===== src/rtl/mux_scan_serializer_pkg.sv =====
`default_nettype none
// ============================================================================
//  Module      : mux_scan_serializer_pkg
//  Description : Shared widths, state encoding and select-step helper for the
//                mux-driven parallel-to-serial stage.
//  Revision    : 1.0 - initial release
// ============================================================================
package mux_scan_serializer_pkg;

    localparam int c_WORD_W = 16;
    localparam int c_SEL_W  = 4;
    localparam int c_DIV_W  = 8;

    typedef logic [0:0] state_t;

    localparam state_t c_ST_IDLE  = 1'b0;
    localparam state_t c_ST_SHIFT = 1'b1;

    // Advance the mux select one position in the configured direction.
    function automatic logic [c_SEL_W-1:0] sel_step(
        input logic [c_SEL_W-1:0] sel_cur,
        input logic               msb_first
    );
        if (msb_first) begin
            sel_step = sel_cur - 4'd1;
        end else begin
            sel_step = sel_cur + 4'd1;
        end
    endfunction

endpackage
`default_nettype wire


===== src/rtl/mux_scan_serializer_mux16x1.sv =====
`default_nettype none
// ============================================================================
//  Module      : mux16x1
//  Description : 16:1 single-bit multiplexer cell, y = d[s].
//  Revision    : 1.0 - initial release
// ============================================================================
module mux16x1 (
    input  logic [15:0] d,
    input  logic [3:0]  s,
    output logic        y
);

    assign y = d[s];

endmodule
`default_nettype wire


===== src/rtl/mux_scan_serializer.sv =====
`default_nettype none
// ============================================================================
//  Module      : mux_scan_serializer
//  Description : Captures a 16-bit word over valid/ready, then steps the
//                select of a mux16x1 so the word leaves one bit at a time,
//                each bit held for HOLD_CYCLES clocks, with valid/last framing.
//  Revision    : 1.0 - initial release
// ============================================================================
module mux_scan_serializer
    import mux_scan_serializer_pkg::*;
#(
    parameter int unsigned MSB_FIRST   = 1,
    parameter int unsigned HOLD_CYCLES = 1
) (
    input  logic        clk,
    input  logic        rst_n,
    input  logic [15:0] in_data,
    input  logic        in_valid,
    output logic        in_ready,
    input  logic        abort,
    output logic [3:0]  sel,
    output logic        ser_out,
    output logic        ser_valid,
    output logic        ser_last,
    output logic        busy
);

    // Elaboration-time legality checks on the configuration.
    if ((HOLD_CYCLES < 1) || (HOLD_CYCLES > 256)) begin : g_hold_range_err
        $error("mux_scan_serializer: HOLD_CYCLES must be within 1..256");
    end
    if (MSB_FIRST > 1) begin : g_msb_first_err
        $error("mux_scan_serializer: MSB_FIRST must be 0 or 1");
    end

    localparam logic             c_MSB_FIRST = (MSB_FIRST != 0);
    localparam logic [c_DIV_W-1:0] c_DIV_LAST = c_DIV_W'(HOLD_CYCLES - 1);
    localparam logic [c_SEL_W-1:0] c_SEL_FIRST = c_MSB_FIRST ? 4'd15 : 4'd0;
    localparam logic [c_SEL_W-1:0] c_SEL_LAST  = c_MSB_FIRST ? 4'd0  : 4'd15;

    state_t              r_state;
    state_t              w_state_nxt;
    logic [c_WORD_W-1:0] r_data;
    logic [c_SEL_W-1:0]  r_sel;
    logic [c_DIV_W-1:0]  r_div;

    logic w_last_bit;
    logic w_div_end;
    logic w_word_end;
    logic w_accept;
    logic w_mux_y;

    // Final bit of the word, and the final clock of that bit.
    assign w_last_bit = (r_sel == c_SEL_LAST);
    assign w_div_end  = (r_div == c_DIV_LAST);
    assign w_word_end = (r_state == c_ST_SHIFT) && w_last_bit && w_div_end;
    assign w_accept   = in_valid && in_ready;

    // The serial bit comes straight from the registered word and select.
    mux16x1 u_mux (
        .d (r_data),
        .s (r_sel),
        .y (w_mux_y)
    );

    // State register.
    always_ff @(posedge clk or negedge rst_n) begin
        if (!rst_n) begin
            r_state <= c_ST_IDLE;
        end else begin
            r_state <= w_state_nxt;
        end
    end

    // Next-state logic; abort overrides everything, a word end with a new
    // word waiting stays in SHIFT for a gapless stream.
    always_comb begin
        w_state_nxt = r_state;
        if (abort) begin
            w_state_nxt = c_ST_IDLE;
        end else begin
            case (r_state)
                c_ST_IDLE: begin
                    if (w_accept) begin
                        w_state_nxt = c_ST_SHIFT;
                    end
                end
                c_ST_SHIFT: begin
                    if (w_word_end) begin
                        w_state_nxt = w_accept ? c_ST_SHIFT : c_ST_IDLE;
                    end
                end
                default: w_state_nxt = c_ST_IDLE;
            endcase
        end
    end

    // Word, select and bit-period counters; select parks at 0 when a word
    // finishes without a successor so it never wraps within a word.
    always_ff @(posedge clk or negedge rst_n) begin
        if (!rst_n) begin
            r_data <= '0;
            r_sel  <= '0;
            r_div  <= '0;
        end else if (abort) begin
            r_sel <= '0;
            r_div <= '0;
        end else if (w_accept) begin
            r_data <= in_data;
            r_sel  <= c_SEL_FIRST;
            r_div  <= '0;
        end else if (r_state == c_ST_SHIFT) begin
            if (w_div_end) begin
                r_div <= '0;
                r_sel <= w_last_bit ? '0 : sel_step(r_sel, c_MSB_FIRST);
            end else begin
                r_div <= r_div + 8'd1;
            end
        end
    end

    // Outputs; serial data and framing are gated off outside SHIFT.
    always_comb begin
        in_ready  = 1'b0;
        ser_valid = 1'b0;
        ser_out   = 1'b0;
        ser_last  = 1'b0;
        busy      = 1'b0;
        sel       = r_sel;
        if (!abort) begin
            in_ready = (r_state == c_ST_IDLE) || w_word_end;
        end
        if (r_state == c_ST_SHIFT) begin
            ser_valid = 1'b1;
            busy      = 1'b1;
            ser_out   = w_mux_y;
            ser_last  = w_last_bit;
        end
    end

endmodule
`default_nettype wire


===== config.mk =====
export PLATFORM = sky130hd
export DESIGN_NAME = mux_scan_serializer
export DESIGN_NICKNAME = d
export VERILOG_FILES = /design/src/rtl/mux_scan_serializer_pkg.sv /design/src/rtl/mux_scan_serializer_mux16x1.sv /design/src/rtl/mux_scan_serializer.sv
export SDC_FILE = /design/constraint.sdc
export NUM_CORES = 1
export LEC_CHECK = 0
export BUFFER_PORTS_ARGS = -buffer_cell sky130_fd_sc_hd__buf_4
export CAP_MARGIN = 20
export CORE_ASPECT_RATIO = 1.2
export CORE_MARGIN = 3
export CORE_UTILIZATION = 49
export DETAILED_ROUTE_END_ITERATION = 10
export PLACE_DENSITY = 0.75
export SETUP_SLACK_MARGIN = 0.4
export SLEW_MARGIN = 30
export SYNTH_ARGS = -nofsm -noshare
export SYNTH_HDL_FRONTEND = slang
export SYNTH_SLANG_ARGS = --single-unit

===== constraint.sdc =====
create_clock -name clk -period 1.9 [get_ports clk]
set_input_delay 0.19 -clock clk [delete_from_list [all_inputs] [get_ports clk]]
set_output_delay 0.19 -clock clk [all_outputs]
set_load 0.005 [all_outputs]

==> run metrics, run 1 <==
gr usage total=21.0%; CP cell instances=buf_6, mux4_2, mux2i_1, o22ai_1, buf_4; final worst slack=-0.132 ns; register area share after synthesis=46.6%; total gr overflow=0; effective utilization at floorplan=53.4%; DRC violations left=0; Worst Skew=0.0128 ns; status=finished with violations; Critical Path Start=sel[0]; failing checks=negative setup slack; peak supply drop=0.704 mV; crit path max fanout=5; vias in the first global route=1332; WP data arrival=1.84 ns; Mapped Cells=121; DR WL/cell=18.3 µm; Max H-tree Level=2; Top FF cell, synth=dfrtp_1; clk_lat worst skew=0.34 ns; DRT iter0 DRCs=39; vias per inst=5.67; initial antenna violation count=0; final worst path period share=107%; hold_sp=in_data[5]; IO Port Bufs=28; root buf cell=clkbuf_4; Core ar.=2920 µm²; Worst Hold Class=in -> reg; CTS tree=yes; crit end category=primary output; synthesized area per cell=12.9 µm²; final instance area=2240 µm²; final net count=199; slowest stage delay, CP=0.51 ns; Max Cap Violations=0; final WL=3880 µm; type of element launching the critical path=flip-flop; Fin. Hold Viols=0; endpoints failing setup=13; Async SR Flop Fraction=100%; vias after detailed routing=1201; fin util=76.8%; ANT cells=0; P per Cell Area=881 nW/µm²; static leakage=1.05 nW; number of nets with antenna violations after routing=0; minimum clock period=2.03 ns; number of synthesized flops with an enable pin=0; first-pass GRT wire length=5970 µm; critical path class=reg -> out; cell row count=21; Slowest cell on crit path=mux4_2; Final Max Tran Viols=0; Peak Freq=492 MHz; Synth Net Count=143; Hold Slack=0.0697 ns; register bit count reported by yosys=29; total CTS buffers=5; Cells after DPL=188; Cell Count, Final, Fillers Out=212; Die ar.=3890 µm²; Slew @ Worst Pin=0.377 ns; Die Height=67.7 µm; yosys warns=0; DP Area=1860 µm²; worst flop-to-flop path startpoint=r_div[6]; GP Congestion=0.806; Tot Pwr=0.00197 W; Synth cell types=33; layout cells sized above 1=60.7%; largest net degree at the start of global routing=30; max_slew headroom=74.9%; RSZ-0062 raised after global routing=yes; Req. time, crit path=1.71 ns; # fillers=175; Die W=57.5 µm; Netlist Area Pre-Place=1560 µm²; Boundary Pins=29; synthesis-to-finish area growth=43.9%; HPWL after DPL=2500 µm; DR pass1 iterations=4; clock slew at reported path FFs=0.10 ns; CTS sink cnt=29; worst-case clock buffer depth=2
cells in the final DEF (no fill, tap or decap), types with 3 or more instances in the layout:
cell type / n
or3b_4: 3
clkbuf_4: 5
buf_6: 8
nand4_1: 4
nor2_1: 4
nor2_4: 8
mux2i_1: 3
dfrtp_1: 29
buf_4: 46
inv_1: 3
xor2_1: 6
mux2_4: 16
nand2_1: 4
mux4_2: 4
cells in the mapped netlist, drive strengths merged (2+ instances only):
master,n,area (µm²)
xor2,6,52.6
a31oi,2,12.5
nand4,4,25.0
mux2,16,240
dfrtp,29,726
nor3,2,10.0
or3,2,12.5
inv,5,18.8
nor4,2,42.5
clkbuf,3,11.3
a21oi,2,10.0
ha,2,25.0
nor2,13,48.8
o21a,2,15.0
mux4,4,90.1
mux2i,3,30.0
nand2,4,15.0
buf,6,60.1
sequential cells by signal (all words and copies together), names as in the netlist:
register and cells:
sel 4, r_data 16, r_state 1, r_div 8
critical path: cells and delay by family, from the launching register on:
kind                   cells  cell delay (ns)
flip-flops                 1             0.43
buffers and inverters      2             0.30
multiplexers               2             0.66
AO/OA/AOI/OAI              1             0.11
per-stage QoR:
step,setup TNS [ns],setup slack (ns)
CTS,-0.439,-0.134
global placement,0,0.0128
finish,-0.413,-0.132
floorplan,-0.0358,-0.00358
global route,-1.44,-0.199
detailed placement,-1.06,-0.0855
area by class of cell:
| type | count | area (µm²) | share of cell area [%] |
|---|---|---|---|
| Clock buffer | 7 | 55.1 | 2.46 |
| Clock inverter | 1 | 30.0 | 1.34 |
| Inverter | 5 | 18.8 | 0.838 |
| Multi-Input combinational cell | 80 | 902 | 40.3 |
| Sequential cell | 29 | 726 | 32.4 |
| Tap cell | 34 | 42.5 | 1.90 |
| Timing Repair Buffer | 56 | 465 | 20.8 |
logic make-up (layout without fill, tap and decap cells):
logic type,after synthesis,in the layout,share of synthesized area [%]
AOI/OAI and AO/OA,14,14,6.59
xor gates and xnor gates,6,6,3.38
adders and majority gates,2,2,1.61
buffers and inverters,14,69,5.79
DFF,29,29,46.6
muxes,23,23,23.2
and+or+nand+nor,33,35,12.9
path summary, 6_finish.rpt:
kind	endpoint	slack [ns]	cells after the start
worst max-delay path	ser_out	-0.13	5
worst min-delay path	r_data[5]	0.07	2
worst max register to register	r_data[14]	-0.04	4
worst min register to register	r_data[7]	0.51	1
max in group asynchronous	r_data[13]	1.31	2
min in group asynchronous	r_div[6]	0.30	2
report_power, final:
| group | internal [W] | switching, W |
|---|---|---|
| sequential | 0.000719 | 0.0000726 |
| clock | 0.000314 | 0.000223 |
| combinational | 0.000399 | 0.000247 |
| total | 0.00143 | 0.000542 |
per-layer routing:
metal	vias up	track usage, %	wire length, µm
li1	545	-	-
met1	608	22.6	1560
met2	37	36.9	2040
met3	11	5.74	182
met4	0	11.9	95
met5	-	0	0
timing repair:
action / in CTS / in global routing
gates resized for setup: 29 / 13
buffers inserted: 6 / 7
setup endpoints to repair: 30 / 30
pin swaps: 10 / 5
gates cloned: 2 / 0
hold buffers: 1 / 0
endpoints found under the hold margin: 29 / 0
No activity file was read; power rests on OpenSTA's default activity.
==> inputs of run 2 (changes only) <==
- CORE_UTILIZATION: 49 -> 54
- PLACE_DENSITY: 0.75 -> 0.78
- clock period: 1.9 -> 2.1 ns (I/O delays scaled with it)
==> run metrics, run 2 (synthesis results as in run 1) <==
status=complete, no violations; endpoints failing setup=0; Post-Place Worst Slack=0.0483 ns; clock share of power=21.3%; number of nets with antenna violations after routing=0; most common cell after layout, fill and taps aside=buf_4; Slowest cell on crit path=mux4_2; DRT iter0 DRCs=40; largest net degree at the start of global routing=30; DRC violations left=0; Sequential Power Share=46.8%; static leakage=0.940 nW; internal power=0.00109 W; minimum clock period=2.00 ns; HPWL after DPL=2190 µm; reg2reg end=r_data[15]; peak supply drop=0.582 mV; Die ar.=3570 µm²; Die Height=64.8 µm; Boundary Pins=29; P per Cell Area=787 nW/µm²; Final Max Tran Viols=0; WP data arrival=1.79 ns; final WL=3480 µm; clock slew at reported path FFs=0.10 ns; vias in the first global route=1165; type of element launching the critical path=flip-flop; max_slew headroom=75.6%; DR WL/cell=17.7 µm; crit path buf inv count=2; initial antenna violation count=0; Die W=55.0 µm; total CTS buffers=5; synthesis-to-finish area growth=26.8%; worst hold path depth=2; Max Cap Violations=0; # fillers=190; Fin. Hold Viols=0; CTS tree=yes; Largest Register=r_data; max reg flops=16; total negative setup slack=0 ns; Slew @ Worst Pin=0.366 ns; layout cells sized above 1=49.7%; GP Congestion=0.766; hold_sp=in_data[11]; CTS sink cnt=29; critical path class=reg -> out; DR pass1 iterations=4; root buf cell=clkbuf_4; commonest cells after routing, fill and taps aside=buf_4, dfrtp_1, mux2_4; gr usage total=22.0%; first-pass GRT wire length=5580 µm; total gr overflow=0; Comb power frac=31.9%; cell row count=20; Worst R2R Path Depth=6; area of the multi-input gates=821 µm²; sw frac=30.0%; IO Port Bufs=28; worst flop-to-flop path startpoint=r_div[1]; final net count=184; final worst slack=0.102 ns; P_sw=0.000466 W; vias per inst=5.80; delay-heaviest family, CP=multiplexers; Req. time, crit path=1.89 ns; clk_lat worst skew=0.33 ns; effective utilization at floorplan=58.7%; FF+latch area=727 µm²; ANT cells=0; hold worst-path end=r_data[11]; Peak Freq=501 MHz; vias after detailed routing=1137; slowest stage delay, CP=0.52 ns; r2r setup slk=0.15 ns; final worst path period share=95.1%; crit end category=primary output; crit path max fanout=8; Core ar.=2650 µm²; Worst Skew=0.0124 ns; Max H-tree Level=2; worst-case clock buffer depth=2; RSZ-0062 raised after global routing=yes; CP cell instances=buf_6, mux4_2, mux2i_1, o22ai_1, buf_4; Worst Hold Class=in -> reg
-- run 2: metal layers --
metal | vias up | wire (µm) | share of wire (%) | track usage [%]
met5 | - | 0 | 0 | 0
met4 | 0 | 34 | 0.98 | 4.56
met3 | 5 | 152 | 4.4 | 6.21
met2 | 34 | 1910 | 55 | 37.6
met1 | 575 | 1380 | 40 | 27.0
li1 | 523 | - | - | -
-- run 2: repair_timing --
item                       CTS  global route
hold buffers                 1             0
hold endpoints to repair    29             0
pin swaps                    7             4
cloned                       3             0
setup buffers                4             3
gates resized for setup      8             5
setup endpoints to repair   22            23
-- run 2: worst max path at each step --
stage | to | cells after the start | start
CTS | ser_out | 5 | sel[0]
floorplan | r_data[0] | 6 | sel[2]
global placement | r_data[7] | 4 | r_div[4]
detailed placement | r_data[8] | 6 | r_div[0]
finish | ser_out | 5 | sel[0]
global route | ser_out | 5 | sel[0]
-- run 2: power by group through the flow --
stage          Clock (W)  Sequential [W]  Combinational [W]
2_1_floorplan          0        0.000707           0.000340
3_3_place_gp           0        0.000725           0.000431
3_5_place_dp           0        0.000737           0.000446
4_1_cts         0.000342        0.000726           0.000488
5_1_grt         0.000373        0.000740           0.000535
6_report        0.000331        0.000727           0.000495
-- run 2: area by class of cell --
| class | count | area share, % |
|---|---|---|
| clock inverters | 3 | 0.888 |
| repair buffers | 40 | 15.7 |
| inverters | 5 | 0.951 |
| clock buffers | 5 | 1.90 |
| well taps | 33 | 2.09 |
| flip-flops and latches | 29 | 36.8 |
| multi-input cells | 81 | 41.6 |
-- run 2: worst reg2reg max path: stages, from the launching register on --
cell,delay [ns]
dfrtp_1,0.41
inv_2,0.08
ha_4,0.12
nor3b_4,0.24
a31oi_4,0.17
or3b_4,0.48
mux2_4,0.33
-- run 2: stage by stage --
step	instance area, µm²	total power, W	std cells	util [%]	hold WS, ns
after floorplan	1570	0.00105	121	-	-0.0856
after global placement	1780	0.00116	177	67.0	0.142
after detailed placement	1780	0.00118	177	67.0	0.152
after CTS	1930	0.00156	193	72.7	0.101
after global routing	1970	0.00165	196	74.4	0.0878
final	1970	0.00155	196	74.4	0.109
